**src/rtl/axis_pixel_packer_pkg.sv**
```systemverilog
// Shared constants and helpers for the AXI-Stream pixel packer.
//   PIX_W        - width of one pixel (one byte lane)
//   PIX_PER_WORD - pixels carried by one output word
//   WORD_W       - output word width
//   KEEP_W       - byte-keep mask width
//   IDX_W        - width of the byte index inside a word
package axis_pixel_packer_pkg;

  localparam int PIX_W        = 8;
  localparam int PIX_PER_WORD = 4;
  localparam int WORD_W       = PIX_W * PIX_PER_WORD;
  localparam int KEEP_W       = PIX_PER_WORD;
  localparam int IDX_W        = 2;

  // Keep mask for a word whose final pixel lands in byte lane idx:
  // lanes 0..idx are valid, the rest are padding.
  function automatic logic [KEEP_W-1:0] keep_mask(input logic [IDX_W-1:0] idx);
    logic [KEEP_W-1:0] m;
    case (idx)
      2'd0:    m = 4'b0001;
      2'd1:    m = 4'b0011;
      2'd2:    m = 4'b0111;
      default: m = 4'b1111;
    endcase
    return m;
  endfunction

endpackage

```
**src/rtl/axis_pixel_packer.sv**
```systemverilog
// axis_pixel_packer
// Packs a stream of 8-bit pixels into 32-bit AXI-Stream words for a DMA
// S2MM channel. The first pixel of a word sits in [7:0]. The word carrying
// the final pixel of a frame is flagged with o_data_last, and a short final
// word is padded with zero bytes and marked by o_data_keep. A word never
// straddles two frames.
//
// Ports
//   i_clk, i_rst        clock, synchronous active-high reset
//   i_pixel_data        input pixel
//   i_pixel_data_valid  input valid
//   o_pixel_data_ready  input ready (combinational: output slot free or draining)
//   o_data              packed word
//   o_data_keep         byte-valid mask
//   o_data_last         last word of frame
//   o_data_valid        output valid
//   i_data_ready        downstream ready
//   o_frame_done        one-cycle pulse when a last word is accepted
//   o_frame_count       completed frames, wraps modulo 2^FCNT_W
module axis_pixel_packer
  import axis_pixel_packer_pkg::*;
#(
  parameter int IMG_WIDTH  = 512,
  parameter int IMG_HEIGHT = 512,
  parameter int FCNT_W     = 16
) (
  input  logic              i_clk,
  input  logic              i_rst,
  input  logic [PIX_W-1:0]  i_pixel_data,
  input  logic              i_pixel_data_valid,
  output logic              o_pixel_data_ready,
  output logic [WORD_W-1:0] o_data,
  output logic [KEEP_W-1:0] o_data_keep,
  output logic              o_data_last,
  output logic              o_data_valid,
  input  logic              i_data_ready,
  output logic              o_frame_done,
  output logic [FCNT_W-1:0] o_frame_count
);

  localparam int COL_W = (IMG_WIDTH  > 1) ? $clog2(IMG_WIDTH)  : 1;
  localparam int ROW_W = (IMG_HEIGHT > 1) ? $clog2(IMG_HEIGHT) : 1;
  localparam logic [COL_W-1:0] COL_MAX = COL_W'(IMG_WIDTH - 1);
  localparam logic [ROW_W-1:0] ROW_MAX = ROW_W'(IMG_HEIGHT - 1);

  logic [WORD_W-PIX_W-1:0] acc_p0;
  logic [IDX_W-1:0]        idx_p0;
  logic [COL_W-1:0]        col_p0;
  logic [ROW_W-1:0]        row_p0;

  logic                    xfer;
  logic                    eof;
  logic                    word_done;
  logic                    accept;
  logic [WORD_W-1:0]       word_p0;
  logic [WORD_W-1:0]       acc_ext;

  // Ready depends only on the output register, so a word that completes
  // in this cycle always has a free slot to load into.
  assign o_pixel_data_ready = !o_data_valid || i_data_ready;
  assign xfer      = i_pixel_data_valid && o_pixel_data_ready;
  assign eof       = xfer && (col_p0 == COL_MAX) && (row_p0 == ROW_MAX);
  assign word_done = xfer && ((idx_p0 == 2'd3) || eof);
  assign accept    = o_data_valid && i_data_ready;
  assign acc_ext   = {{PIX_W{1'b0}}, acc_p0};

  // Assemble the outgoing word: bytes below idx come from the accumulator,
  // the current pixel goes to lane idx, and lanes above idx are zero so
  // stale bytes from the previous word never leak into a short word.
  always_comb begin
    word_p0 = '0;
    for (int b = 0; b < PIX_PER_WORD; b++) begin
      if (b < int'(idx_p0)) begin
        word_p0[b*PIX_W +: PIX_W] = acc_ext[b*PIX_W +: PIX_W];
      end else if (b == int'(idx_p0)) begin
        word_p0[b*PIX_W +: PIX_W] = i_pixel_data;
      end
    end
  end

  // ---- stage p0: accumulator and frame position ----
  always_ff @(posedge i_clk) begin
    if (i_rst) begin
      acc_p0 <= '0;
      idx_p0 <= '0;
      col_p0 <= '0;
      row_p0 <= '0;
    end else if (xfer) begin
      if (word_done) begin
        idx_p0 <= '0;
      end else begin
        case (idx_p0)
          2'd0:    acc_p0[7:0]   <= i_pixel_data;
          2'd1:    acc_p0[15:8]  <= i_pixel_data;
          default: acc_p0[23:16] <= i_pixel_data;
        endcase
        idx_p0 <= idx_p0 + 2'd1;
      end

      if (col_p0 == COL_MAX) begin
        col_p0 <= '0;
        row_p0 <= (row_p0 == ROW_MAX) ? '0 : row_p0 + ROW_W'(1);
      end else begin
        col_p0 <= col_p0 + COL_W'(1);
      end
    end
  end

  // ---- stage p1: output word register and frame bookkeeping ----
  always_ff @(posedge i_clk) begin
    if (i_rst) begin
      o_data        <= '0;
      o_data_keep   <= '0;
      o_data_last   <= 1'b0;
      o_data_valid  <= 1'b0;
      o_frame_done  <= 1'b0;
      o_frame_count <= '0;
    end else begin
      o_frame_done <= accept && o_data_last;
      if (accept && o_data_last) begin
        o_frame_count <= o_frame_count + FCNT_W'(1);
      end

      if (word_done) begin
        o_data       <= word_p0;
        o_data_keep  <= keep_mask(idx_p0);
        o_data_last  <= eof;
        o_data_valid <= 1'b1;
      end else if (accept) begin
        o_data_valid <= 1'b0;
      end
    end
  end

endmodule
```
**config.mk**
```make
export PLATFORM = sky130hd
export DESIGN_NAME = axis_pixel_packer
export DESIGN_NICKNAME = d
export VERILOG_FILES = /design/src/rtl/axis_pixel_packer_pkg.sv /design/src/rtl/axis_pixel_packer.sv
export SDC_FILE = /design/constraint.sdc
export NUM_CORES = 1
export LEC_CHECK = 0
export ABC_AREA = 1
export CORE_AREA = 2 2 108 110
export CTS_CLUSTER_SIZE = 8
export DETAILED_ROUTE_END_ITERATION = 8
export DIE_AREA = 0 0 110 112
export DONT_BUFFER_PORTS = 1
export SLEW_MARGIN = 10
export SYNTH_ARGS = -nofsm -noshare
export SYNTH_HDL_FRONTEND = slang
export SYNTH_SLANG_ARGS = --single-unit
```
**constraint.sdc**
```tcl
create_clock -name i_clk -period 2.6 [get_ports i_clk]
set_input_delay 0.26 -clock i_clk [delete_from_list [all_inputs] [get_ports i_clk]]
set_output_delay 0.26 -clock i_clk [all_outputs]
set_load 0.01 [all_outputs]
```
Yosys cells after proc, flatten, opt, wreduce, memory -nomap -nowiden
Cells that the tools add are included.

storage, ports and cells
  register bits = 99
  output and inout port bits = 56
  bits of input ports = 12
  logic and storage cells = 59

operators by class
  equal/unequal tests = 8
  bitwise logic cells = 2
  reductions and logical operators = 17
  $lt $le $gt $ge = 3
  add/sub/neg operators = 4
  muxes and demuxes = 13

operators with widths
  cell                                                        count
  two-way mux 8 bit                                           7
  adder 9 x 1 -> 9 bit (second input constant)                2
  equality test 9 bit (second input constant)                 2
  two-way mux 9 bit                                           2
  adder 16 x 1 -> 16 bit (second input constant)              1
  one-hot mux 4 bit (3 select lines)                          1
  AND reduction 3 bit                                         3
  logical AND 1 bit                                           6
  equality test 2 bit (first input constant)                  2
  equality test 2 bit (second input constant)                 2
  zero test 2 bit                                             2
  less-than comparator 1 x 2 -> 1 bit (first input constant)  2
  adder 2 x 1 -> 2 bit (second input constant)                1
  equality test 1 x 2 -> 1 bit (first input constant)         1
  equality test 2 x 1 -> 1 bit (second input constant)        1
  logical OR 1 bit                                            2
  less-than comparator 2 bit (first input constant)           1
  two-way mux 1 bit                                           2
  two-way mux 2 bit                                           1
  NOT 1 bit                                                   2
  AND reduction 2 bit                                         1
  nonzero test 2 bit                                          1
  OR reduction 2 bit                                          1
  zero test 1 bit                                             1

Longest topological paths before layout
Gate-level depths: netlist of run 1.

  word-level depth = 9
  gate-level depth with buffers = 14
  gate-level depth less buffers = 13

Worst setup path after synthesis of run 1
Ideal clock, no wire load.

  kind = reg2reg
  start point = reg idx_p0[1]
  end point = reg acc_p0[16]
  clock period less this slack = 1.910 ns
  setup time = 0.113 ns
  stages on the path, launching flop included = 10
  slack = 0.690 ns
  data required time = 2.487 ns
  arrival time = 1.797 ns
  path buffers = 3
  cell sequence = dfxtp_1 > buf_2 > clkinv_1 > ha_1 > clkbuf_1 > nor2_1 > nand4_2 > buf_2 > nor2_1 > nor2_1

on the way
  longest elaborated chain between the ends = 5
  elaborated cells between the ends (all ways) = 9
  those cells by class = eq/ne: 2; bitwise: 2; reduce/logical: 5

RTL lines
  what                                      RTL line                 RTL
  start: declaration                        axis_pixel_packer.sv:47  logic [IDX_W-1:0] idx_p0;
  start signal: assignment                  axis_pixel_packer.sv:97  idx_p0 <= idx_p0 + 2'd1;
  equality test 2 bit                       axis_pixel_packer.sv:63  assign word_done = xfer && ((idx_p0 == 2'd3) || eof);
  logical OR 1 bit                          axis_pixel_packer.sv:63
  logical AND 1 bit                         axis_pixel_packer.sv:63
  NOT 1 bit (no source line)                --
  AND reduction 3 bit (no source line) (*)  --
  end signal: assignment                    axis_pixel_packer.sv:95  default: acc_p0[23:16] <= i_pixel_data;
  end: declaration                          axis_pixel_packer.sv:46  logic [WORD_W-PIX_W-1:0] acc_p0;

Every way passes the cells marked *; elsewhere a longest branch is shown, timed or not.
A chain may end at the register's enable or synchronous reset.

Final worst setup path of run 1
  start point = reg row_p0[0]
  end point = reg o_data[11]

on the way
  longest elaborated chain between the ends = 4

RTL lines
  what                      RTL line                  RTL
  start: declaration        axis_pixel_packer.sv:49   logic [ROW_W-1:0] row_p0;
  start signal: assignment  axis_pixel_packer.sv:102  row_p0 <= (row_p0 == ROW_MAX) ? '0 : row_p0 + ROW_W'(1);
  equality test 9 bit       axis_pixel_packer.sv:62   assign eof = xfer && (col_p0 == COL_MAX) && (row_p0 == ROW_MAX);
  logical AND 1 bit         axis_pixel_packer.sv:62
  logical OR 1 bit          axis_pixel_packer.sv:63
  logical AND 1 bit         axis_pixel_packer.sv:63
  end signal: assignment    axis_pixel_packer.sv:125  o_data <= word_p0;
  end: declaration          axis_pixel_packer.sv:32   output logic [WORD_W-1:0] o_data,

No other way between the ends.

==> flow_metrics.tcl, run 1 <==
set metrics [dict create \
    diodes 0 \
    hold_path_class "in2reg" \
    startpoint_type "register" \
    grt_pass1_wl_um 17160 \
    setup_viol 0 \
    ys_warn_count 0 \
    grt_pass1_vias 3535 \
    rsz0062_at_grt "no" \
    overflow 0 \
    nets 647 \
    vias 3845 \
    cts_tree "built" \
    worstMarginPinSlew_ns 0.8171 \
    synthMuxAreaShare_pct 0 \
    drv_slew 0 \
    numCtsBuffers 9 \
    synth_fa_ha_area_share_pct 3.139 \
    wl_per_cell_um 13.63 \
    post-route-period-util_pct 87.48 \
    grt_max_degree 37 \
    synth-seq-cells 99 \
    power_leakage_nw 2.096 \
    areaGrowthSynthToFinish_pct 10.19 \
    syn_area_sq_mm 0.004384 \
    cts_resized 0 \
    synth-compound-area-share_pct 11.50 \
    fin_crit_ns 2.274 \
    clk_latency_ns 0.34 \
    critPathRequiredTime_ns 2.84 \
    dr.pass1.iters 4 \
    die_area_sq_mm 0.01232 \
    ir_drop_mv 0.4208 \
    port_buffers 0 \
    fin_worst_skew_ns 0.004982 \
    crit_path_end_kind "register" \
    setup_tns_ns 0 \
    core-area_sq_mm 0.01117 \
    yosysUniqueCellTypes 28 \
    slew_headroom_pct 45.35 \
    drt_wl_total_um 10510 \
    maxCapViolCount 0 \
    dpl.hpwl_um 7274 \
    syn-mean-instance-area_sq_um 6.926 \
    antenna_left 0 \
    floorplan.initialDensity_pct 39.23 \
    critical_path.max_fanout 36 \
    grt_usage_pct 17.81 \
    drt_iter0_drc 228 \
    antenna_found_initial 0 \
    synthSimpleGateAreaFrac_pct 32.28 \
    h-tree-depth 3 \
    root_buffer "clkbuf_16" \
    worstHoldStart "i_pixel_data[4]" \
    holdBufCountCts 1 \
    p_per_area_mw_per_mm2 691.3 \
    status "completed" \
    syn_inst 633 \
    synth_top_family_by_area "simple AND/OR/NAND/NOR gates" \
    fp.dieH_um 112 \
    place_area_sq_mm 0.004483 \
    drc 0 \
    clk_transition_reported_paths_ns 0.07 \
    die_w_um 110 \
    cts.sinks 99 \
    ys_seq_area_share_pct 45.21 \
    fmax_ghz 0.4397 \
    criticalPathCategory "reg2reg" \
    syn-num-nets 656 \
    timing.rr.start "row_p0[0]" \
    gp_congestion 0.7874 \
    arrival_ns 2.51 \
    routed_via_density 4.987 \
    core.rowCount 39 \
    synth_xor_area_share_pct 0.3995 \
    critPathLaunch "row_p0[0]" \
    cts_buffer_depth 2 \
    final_area_sq_mm 0.004831 \
    io_pins 68 \
    finalHoldViolations 0 \
    drive_gt1_share_pct 5.573 \
    cts_setup_buffers 0 \
]
==> flip-flops by register name, indices dropped and copies added, names as in the netlist <==
| signal | count |
|---|---|
| o_frame_count | 16 |
| o_data | 32 |
| row_p0 | 9 |
| idx_p0 | 2 |
| o_data_keep | 4 |
| acc_p0 | 24 |
| col_p0 | 9 |
| o_frame_done | 1 |
| o_data_valid | 1 |
| o_data_last | 1 |
==> kinds of logic after synthesis <==
kind of cell,after synthesis
adders and majority gates,11
DFF,99
AOI/OAI and AO/OA,96
buffers and inverters,83
and+or+nand+nor,342
xor gates and xnor gates,2
==> stage by stage <==
step	hold WS [ns]	worst slack (ns)	util, %	power (W)	instances
floorplan	0.3949	0.6900	-	0.001804	633
global placement	0.3323	0.5000	40.12	0.001839	755
detailed placement	0.3353	0.3725	40.12	0.001847	755
CTS	0.04255	0.3369	43.23	0.003377	771
global route	0.04128	0.0008322	43.23	0.003474	771
finish	0.05306	0.3256	43.23	0.003340	771
==> Yosys cell counts <==
| cell type | instances | share of area (%) |
|---|---|---|
| nand2_1 | 138 | 12 |
| nor2_1 | 138 | 12 |
| dfxtp_1 | 99 | 45 |
| o21ai_0 | 55 | 6.3 |
| inv_1 | 53 | 4.5 |
| nand3_1 | 39 | 4.5 |
| a21oi_1 | 37 | 4.2 |
| clkbuf_1 | 11 | 0.94 |
| ha_1 | 11 | 3.1 |
| buf_2 | 10 | 1.1 |
| nand4_1 | 8 | 1.1 |
| nor3_1 | 7 | 0.80 |
| inv_2 | 4 | 0.34 |
| buf_1 | 3 | 0.26 |
| nor2_2 | 3 | 0.43 |
| a211oi_1 | 2 | 0.34 |
| nand2_2 | 2 | 0.29 |
| nor2_4 | 2 | 0.51 |
| xnor2_1 | 2 | 0.40 |
| a21oi_4 | 1 | 0.37 |
| and3_1 | 1 | 0.14 |
| buf_4 | 1 | 0.17 |
| clkinv_1 | 1 | 0.086 |
| nand4_2 | 1 | 0.29 |
| nor3b_1 | 1 | 0.17 |
| nor3b_2 | 1 | 0.29 |
| o211ai_2 | 1 | 0.29 |
| or2_2 | 1 | 0.14 |
==> final timing paths <==
kind                end  slack [ns]  cells after the start
max          o_data[11]        0.33                     11
min          acc_p0[20]        0.05                      2
max reg2reg  o_data[11]        0.33                     11
min reg2reg   col_p0[2]        0.48                      2
==> layer usage <==
metal	wire, um	global-route usage [%]	vias to the layer above
met5	0	0	-
li1	-	-	1988
met1	4758	22.79	1750
met2	4894	28.47	97
met3	732	5.621	10
met4	126	5.401	0
==> worst max-delay path, stage by stage, from the launching register on <==
cell,delay [ns]
dfxtp_1,0.37
ha_1,0.19
nand2_1,0.07
nor2_1,0.15
inv_1,0.07
nor3_1,0.15
ha_1,0.20
nand4_1,0.22
nand2_1,0.17
inv_2,0.25
nor2_1,0.24
nor2_1,0.07
==> power breakdown <==
| group | switching [W] | internal [W] |
|---|---|---|
| Combinational | 0.000154 | 0.0000717 |
| Clock | 0.000582 | 0.000940 |
| Sequential | 0.0000285 | 0.00156 |
==> cell type report <==
type,instances,area [sq um]
multi-input combinational,451,2074
clock inverter,6,112.6
fill,1134,6344
tap,143,178.9
inverter,58,217.7
sequential,99,1982
clock buffer,9,225.2
timing repair buffer,5,40.04
==> cells in the final DEF (no fill, tap or decap) <==
cell type | netlist | routed
a211oi_1 | 2 | 2
a21oi_1 | 37 | 37
a21oi_4 | 1 | 1
and3_1 | 1 | 1
buf_4 | 1 | 4
bufinv_16 | 0 | 3
clkbuf_16 | 0 | 9
clkinv_1 | 1 | 2
clkinv_2 | 0 | 1
dfxtp_1 | 99 | 99
dlygate4sd3_1 | 0 | 1
ha_1 | 11 | 11
inv_1 | 53 | 52
inv_2 | 4 | 4
inv_6 | 0 | 2
nand2_1 | 138 | 138
nand2_2 | 2 | 2
nand3_1 | 39 | 39
nand4_1 | 8 | 8
nand4_2 | 1 | 1
nor2_1 | 138 | 138
nor2_2 | 3 | 3
nor2_4 | 2 | 2
nor3_1 | 7 | 7
nor3b_1 | 1 | 1
nor3b_2 | 1 | 1
o211ai_2 | 1 | 1
o21ai_0 | 55 | 55
or2_2 | 1 | 1
xnor2_1 | 2 | 2
No activity file was read; power rests on OpenSTA's default activity.
==> run 2: changes to the inputs <==
--- a/config.mk
+++ b/config.mk
@@ -6,11 +6,14 @@
 export NUM_CORES = 1
 export LEC_CHECK = 0
 export ABC_AREA = 1
+export CELL_PAD_IN_SITES_DETAIL_PLACEMENT = 0
+export CELL_PAD_IN_SITES_GLOBAL_PLACEMENT = 1
 export CORE_AREA = 2 2 108 110
 export CTS_CLUSTER_SIZE = 8
 export DETAILED_ROUTE_END_ITERATION = 8
 export DIE_AREA = 0 0 110 112
 export DONT_BUFFER_PORTS = 1
+export PLACE_DENSITY_LB_ADDON = 0.1
 export SLEW_MARGIN = 10
 export SYNTH_ARGS = -nofsm -noshare
 export SYNTH_HDL_FRONTEND = slang
==> run 2 against run 1 <==
Clock-buffer cell count grew 6. First-iteration DRC count shrank 3.1%. Clock power shrank 13%. Cell count grew 0.39%. Combinational power grew 4%. Hold slack lost 0.0019 ns. Via count shrank 0.91%. Wire length grew 6.0%. Non-clock buffer count grew 2. Utilization shrank 0.22 points. Critical endpoint is now o_data_keep[2]. Highest routed layer unchanged.
==> flow_metrics.tcl, run 2 (synthesis results as in run 1) <==
set metrics [dict create \
    status "completed" \
    drv_slew 0 \
    cp.depth 11 \
    worstMarginPinSlew_ns 0.8892 \
    io_pins 68 \
    grt_usage_pct 18.94 \
    dpl.hpwl_um 7477 \
    critPathBufInv 2 \
    fin_crit_ns 2.276 \
    instances_no_fill 774 \
    cp_slowest_cell "dfxtp_1" \
    slew_headroom_pct 40.52 \
    core.rowCount 39 \
    cts_setup_buffers 0 \
    setup_viol 0 \
    setup_tns_ns 0 \
    p_per_area_mw_per_mm2 653.5 \
    floorplan.initialDensity_pct 39.23 \
    crit_family "simple AND/OR/NAND/NOR gates" \
    gp_congestion 0.7412 \
    drive_gt1_share_pct 6.022 \
    dr.pass1.iters 4 \
    cts_tree "built" \
    cts.sinks 99 \
    critical_path.max_fanout 24 \
    h-tree-depth 3 \
    clk_latency_ns 0.34 \
    arrival_ns 2.54 \
    cts_buffer_depth 2 \
    ir_drop_mv 0.3685 \
    rsz0062_at_grt "no" \
    path_cells "ha_1, nand2_1, nor2_1, inv_1, nor3_1, ha_1, nand4_1, nand2_2, buf_4, o21ai_0, a21oi_1" \
    fmax_ghz 0.4393 \
    areaGrowthSynthToFinish_pct 9.618 \
    die_w_um 110 \
    dp_slack_ns 0.2693 \
    grt_pass1_vias 3617 \
    grt_pass1_wl_um 18100 \
    clk_transition_reported_paths_ns 0.07 \
    holdPathStages 2 \
    maxCapViolCount 0 \
    startpoint_type "register" \
    die_area_sq_mm 0.01232 \
    grt_max_degree 49 \
    dpl.cell_count 757 \
    top_register "o_data" \
    drc 0 \
    criticalPathCategory "reg2reg" \
    port_buffers 0 \
    fin_worst_skew_ns 0.005224 \
    crit_path_end_kind "register" \
    core-area_sq_mm 0.01117 \
    routed_via_density 4.922 \
    totalPowerFinal_w 0.003141 \
    post-route-period-util_pct 87.55 \
    cpMostUsedCell "ha_1" \
    critPathRequiredTime_ns 2.87 \
    nets 649 \
    mostFrequentLayoutCells "138 x nor2_1, 137 x nand2_1, 99 x dfxtp_1" \
    largest_reg_flops 32 \
    root_buffer "clkbuf_16" \
    vias 3810 \
    diodes 0 \
    reg2reg_depth 11 \
    r2r_slack_ns 0.32 \
    critPathMaxStageDelay_ns 0.36 \
    numCtsBuffers 9 \
    hold_path_class "in2reg" \
    wl_per_cell_um 14.39 \
    fp.dieH_um 112 \
    power_leakage_nw 2.089 \
    top_regs "o_data: 32 flops, acc_p0: 24 flops, o_frame_count: 16 flops" \
    setup_ws_ns 0.3237 \
    antenna_left 0 \
    drt_wl_total_um 11140 \
    final_common_cell "nor2_1" \
    finalHoldViolations 0 \
    antenna_found_initial 0 \
    drt_iter0_drc 221 \
    overflow 0 \
]
==> run 2: changes by cell type in the layout (fill, tap and decap cells not counted), sizes merged <==
| cell | before | now |
|---|---|---|
| clkinv | 3 | 2 |
| clkbuf | 9 | 15 |
| bufinv | 3 | 0 |
| buf | 4 | 6 |
| inv | 58 | 57 |
==> run 2: worst register-to-register path, stage by stage, from the launching register on <==
cell and delay (ns):
dfxtp_1 0.36, ha_1 0.17, nand2_1 0.07, nor2_1 0.15, inv_1 0.07, nor3_1 0.16, ha_1 0.20, nand4_1 0.22
nand2_2 0.22, buf_4 0.30, o21ai_0 0.13, a21oi_1 0.14
==> run 2: path summary, 6_finish.rpt <==
kind                   start             end
max                row_p0[0]  o_data_keep[2]
max reg2reg        row_p0[0]  o_data_keep[2]
min reg2reg        row_p0[4]       row_p0[4]
min          i_pixel_data[6]      acc_p0[22]
==> run 2: cell type report <==
class / count / area [sq um]
Multi-Input combinational cell: 451 / 2077
Clock inverter: 1 / 5.005
Sequential cell: 99 / 1982
Tap cell: 143 / 178.9
Fill cell: 1203 / 6369
Timing Repair Buffer: 7 / 55.05
Clock buffer: 15 / 287.8
Inverter: 58 / 220.2
==> run 2: metrics by stage <==
stage          util (%)  area [sq um]  hold slack, ns
2_1_floorplan         -          4384          0.3949
3_3_place_gp      40.25          4498          0.3336
3_5_place_dp      40.25          4498          0.3379
4_1_cts           42.96          4801         0.03582
5_1_grt           43.01          4806         0.03628
6_report          43.01          4806         0.05116
==> run 2: routing by layer <==
layer	track usage, %	vias to the layer above	share of wire (%)
met4	7.089	0	0.82
met5	0	-	0
li1	-	1993	-
met1	23.71	1742	47
met3	4.742	8	4.7
met2	31.08	67	47
==> run 2: what timing repair did <==
item / 4_1_cts / 5_1_grt
endpoints found under the hold margin: 19 / 0
endpoints found under the setup margin: 0 / 12
hold buffers: 1 / 0
resized for setup: 0 / 3
==> run 2: power by group <==
part	leakage, nW	switching (W)	internal (W)	total [W]
Clock	0.146	0.000561	0.000754	0.00132
Sequential	0.803	0.0000281	0.00156	0.00159
Combinational	1.14	0.000163	0.0000719	0.000234
==> run 3: changes to the inputs <==
--- a/config.mk
+++ b/config.mk
@@ -5,15 +5,16 @@
 export SDC_FILE = /design/constraint.sdc
 export NUM_CORES = 1
 export LEC_CHECK = 0
-export ABC_AREA = 1
+export ABC_AREA = 0
 export CELL_PAD_IN_SITES_DETAIL_PLACEMENT = 0
 export CELL_PAD_IN_SITES_GLOBAL_PLACEMENT = 1
-export CORE_AREA = 2 2 108 110
+export CORE_AREA = 2 2 106 108
 export CTS_CLUSTER_SIZE = 8
 export DETAILED_ROUTE_END_ITERATION = 8
-export DIE_AREA = 0 0 110 112
+export DIE_AREA = 0 0 108 110
 export DONT_BUFFER_PORTS = 1
-export PLACE_DENSITY_LB_ADDON = 0.1
+export PLACE_DENSITY = 0.69
+export REMOVE_ABC_BUFFERS = 1
 export SLEW_MARGIN = 10
 export SYNTH_ARGS = -nofsm -noshare
 export SYNTH_HDL_FRONTEND = slang
==> run 3 against run 2 <==
Total power shrank 6.8%. Sequential share of layout area grew 1.9 points. Critical path depth shrank 1. First-iteration DRC count grew 5.0%. Flip-flop and latch count is the same. Final area shrank 4.4%. Via count shrank 17%. Clock skew grew 0.0089 ns. Utilization is essentially flat. Largest power group unchanged. Register-to-register slack lost 0.04 ns. Wire length shrank 14%. Synthesized area shrank 3.9%.
==> flow_metrics.tcl, run 3 <==
set metrics [dict create \
    synth_top_cells_by_count "99 x dfxtp_1, 96 x nor2_1, 35 x mux2i_1, 25 x a211oi_1, 24 x nand2_1" \
    cts.sinks 99 \
    cts_buffer_depth 2 \
    core.rowCount 38 \
    top_regs "o_data: 32 flops, acc_p0: 24 flops, o_frame_count: 16 flops" \
    drt_wl_total_um 9594 \
    synth_fa_ha_area_share_pct 3.266 \
    antenna_found_initial 0 \
    drive_gt1_share_pct 7.576 \
    cpMostUsedCell "ha_1" \
    root_buffer "clkbuf_8" \
    synth_top_area_share_pct 47.03 \
    drv_slew 0 \
    p_per_area_mw_per_mm2 636.7 \
    numCtsBuffers 9 \
    core-area_sq_mm 0.01070 \
    startpoint_type "register" \
    synth_top_family_by_area "simple AND/OR/NAND/NOR gates" \
    synthArstFlopShare_pct 0 \
    yosysMostFrequentCell "dfxtp_1" \
    synth_edf_count 0 \
    synth_xor_area_share_pct 4.157 \
    drc 0 \
    syn-mean-instance-area_sq_um 9.082 \
    h-tree-depth 3 \
    io_pins 68 \
    floorplan.initialDensity_pct 39.39 \
    routed_via_density 5.267 \
    yosysTopAreaCell "dfxtp_1" \
    mostFrequentLayoutCells "99 x dfxtp_1, 96 x nor2_1, 35 x mux2i_1" \
    hold_path_class "in2reg" \
    cts_tree "built" \
    synthFlopType "dfxtp_1" \
    syn_inst 464 \
    critPathMaxStageDelay_ns 0.37 \
    ys_seq_area_share_pct 47.03 \
    power_leakage_nw 1.819 \
    cp_slowest_cell "dfxtp_1" \
    final_common_cell "dfxtp_1" \
    critical_path.max_fanout 18 \
    yosysUniqueCellTypes 38 \
    rsz0062_at_grt "no" \
    fillers 1074 \
    drt_iter0_drc 232 \
    hold_slack_ns 0.03040 \
    top_register "o_data" \
    gp_congestion 0.7484 \
    wl_per_cell_um 15.94 \
    cts_setup_buffers 0 \
    seqCellArea_sq_mm 0.001982 \
    grt_pass1_wl_um 15570 \
    ir_drop_mv 0.2798 \
    arrival_ns 2.57 \
    synth-compound-area-share_pct 9.501 \
    wl_met1_um 4719 \
    critPathRequiredTime_ns 2.86 \
    grt_usage_pct 16.85 \
    grt_pass1_vias 2968 \
    setup_viol 0 \
    dr_wl_met2_um 4085 \
    vias 3171 \
    multi_input_area_sq_mm 0.002083 \
    slew_headroom_pct 55.93 \
    final_area_sq_mm 0.004596 \
    fin_worst_skew_ns 0.01410 \
    fp.dieH_um 110 \
    die_area_sq_mm 0.01188 \
    largest_reg_flops 32 \
    worstMarginPinSlew_ns 0.6597 \
    top_layer_used "met4" \
    path_cells "ha_1, and2_1, nand2_1, nor2_1, ha_1, a21oi_2, nand3b_2, buf_4, a211oi_1, nor3_1" \
    finalHoldViolations 0 \
    synth-seq-cells 99 \
    port_buffers 0 \
    synthMuxAreaShare_pct 8.314 \
    crit_path_end_kind "register" \
    synth_area_leaders "dfxtp_1 47%, nor2_1 8.6%, mux2i_1 8.3%, a211oi_1 4.5%, ha_1 3.3%" \
    dpl.hpwl_um 6207 \
    grt_max_degree 84 \
    place_area_sq_mm 0.004334 \
    maxCapViolCount 0 \
    clk_transition_reported_paths_ns 0.10 \
    diodes 0 \
    dr.pass1.iters 4 \
    crit_family "simple AND/OR/NAND/NOR gates" \
    nets 481 \
    ys_warn_count 0 \
    clk_latency_ns 0.37 \
    fmax_ghz 0.4324 \
    overflow 0 \
    die_w_um 108 \
    post-route-period-util_pct 88.95 \
    setup_tns_ns 0 \
    status "completed" \
    areaGrowthSynthToFinish_pct 9.056 \
    synthSimpleGateAreaFrac_pct 24.20 \
    antenna_left 0 \
    critPathBufInv 1 \
    syn_area_sq_mm 0.004214 \
    criticalPathCategory "reg2reg" \
    routed-wl-met3_um 670 \
    fin_crit_ns 2.313 \
]
-- run 3: changes by cell type in the layout (fill, tap and decap cells not counted), moves of 15 or more --
cell and change:
a211oi_1 +23, o21ai_0 -49, xor2_1 +15, nor2_1 -42, nand3_1 -28, a21oi_1 -22, inv_1 -47, nand2_1 -113
mux2i_1 +35
-- run 3: worst register-to-register path, cell delays in order (launching register included) --
cell	delay (ns)
dfxtp_1	0.37
ha_1	0.17
and2_1	0.17
nand2_1	0.06
nor2_1	0.09
ha_1	0.28
a21oi_2	0.09
nand3b_2	0.36
buf_4	0.31
a211oi_1	0.26
nor3_1	0.07
-- run 3: area by class of cell --
class / count / area share (%)
multi-input combinational: 332 / 45.33
sequential: 99 / 43.13
tap: 140 / 3.812
clock buffer: 10 / 2.777
timing repair buffer: 11 / 2.314
clock inverter: 5 / 2.232
inverter: 5 / 0.4084
-- run 3: layer usage --
layer | track usage (%) | vias up
met5 | 0 | -
met4 | 5.220 | 0
met3 | 5.879 | 9
met2 | 24.89 | 64
met1 | 23.16 | 1482
li1 | - | 1616
-- run 3: timing repair --
item / 4_1_cts / 5_1_grt
endpoints found under the setup margin: 0 / 1
hold buffers: 1 / 0
endpoints found under the hold margin: 83 / 0
gates resized for setup: 0 / 1
-- run 3: final timing paths --
check | startpoint | to | slack, ns | cells after the start
min reg2reg | col_p0[8] | col_p0[8] | 0.47 | 2
max reg2reg | col_p0[0] | o_data[22] | 0.29 | 10
min | i_pixel_data[0] | acc_p0[16] | 0.03 | 2
max | col_p0[0] | o_data[22] | 0.29 | 10
-- run 3: logic make-up (layout without fill, tap and decap cells) --
kind of cell / after synthesis / in the layout
flops: 99 / 99
compound gates: 60 / 60
mux: 35 / 35
fa+ha+maj: 11 / 11
buf+inv: 33 / 31
simple gates: 206 / 206
xor+xnor: 20 / 20
-- run 3: per-stage QoR --
step | setup slack, ns | instances | power [W] | utilization, %
after floorplan | 0.2547 | 436 | 0.001724 | -
after global placement | 0.3825 | 586 | 0.001759 | 40.51
after detailed placement | 0.2847 | 586 | 0.001762 | 40.51
after CTS | 0.2642 | 602 | 0.002944 | 42.92
after global routing | 0.02503 | 602 | 0.003037 | 42.96
final | 0.2873 | 602 | 0.002926 | 42.96
-- run 3: power by group --
part | leakage, nW | internal (W) | switching (W)
logic | 0.906 | 0.0000742 | 0.000106
clock network | 0.112 | 0.000633 | 0.000543
registers | 0.801 | 0.00155 | 0.0000223
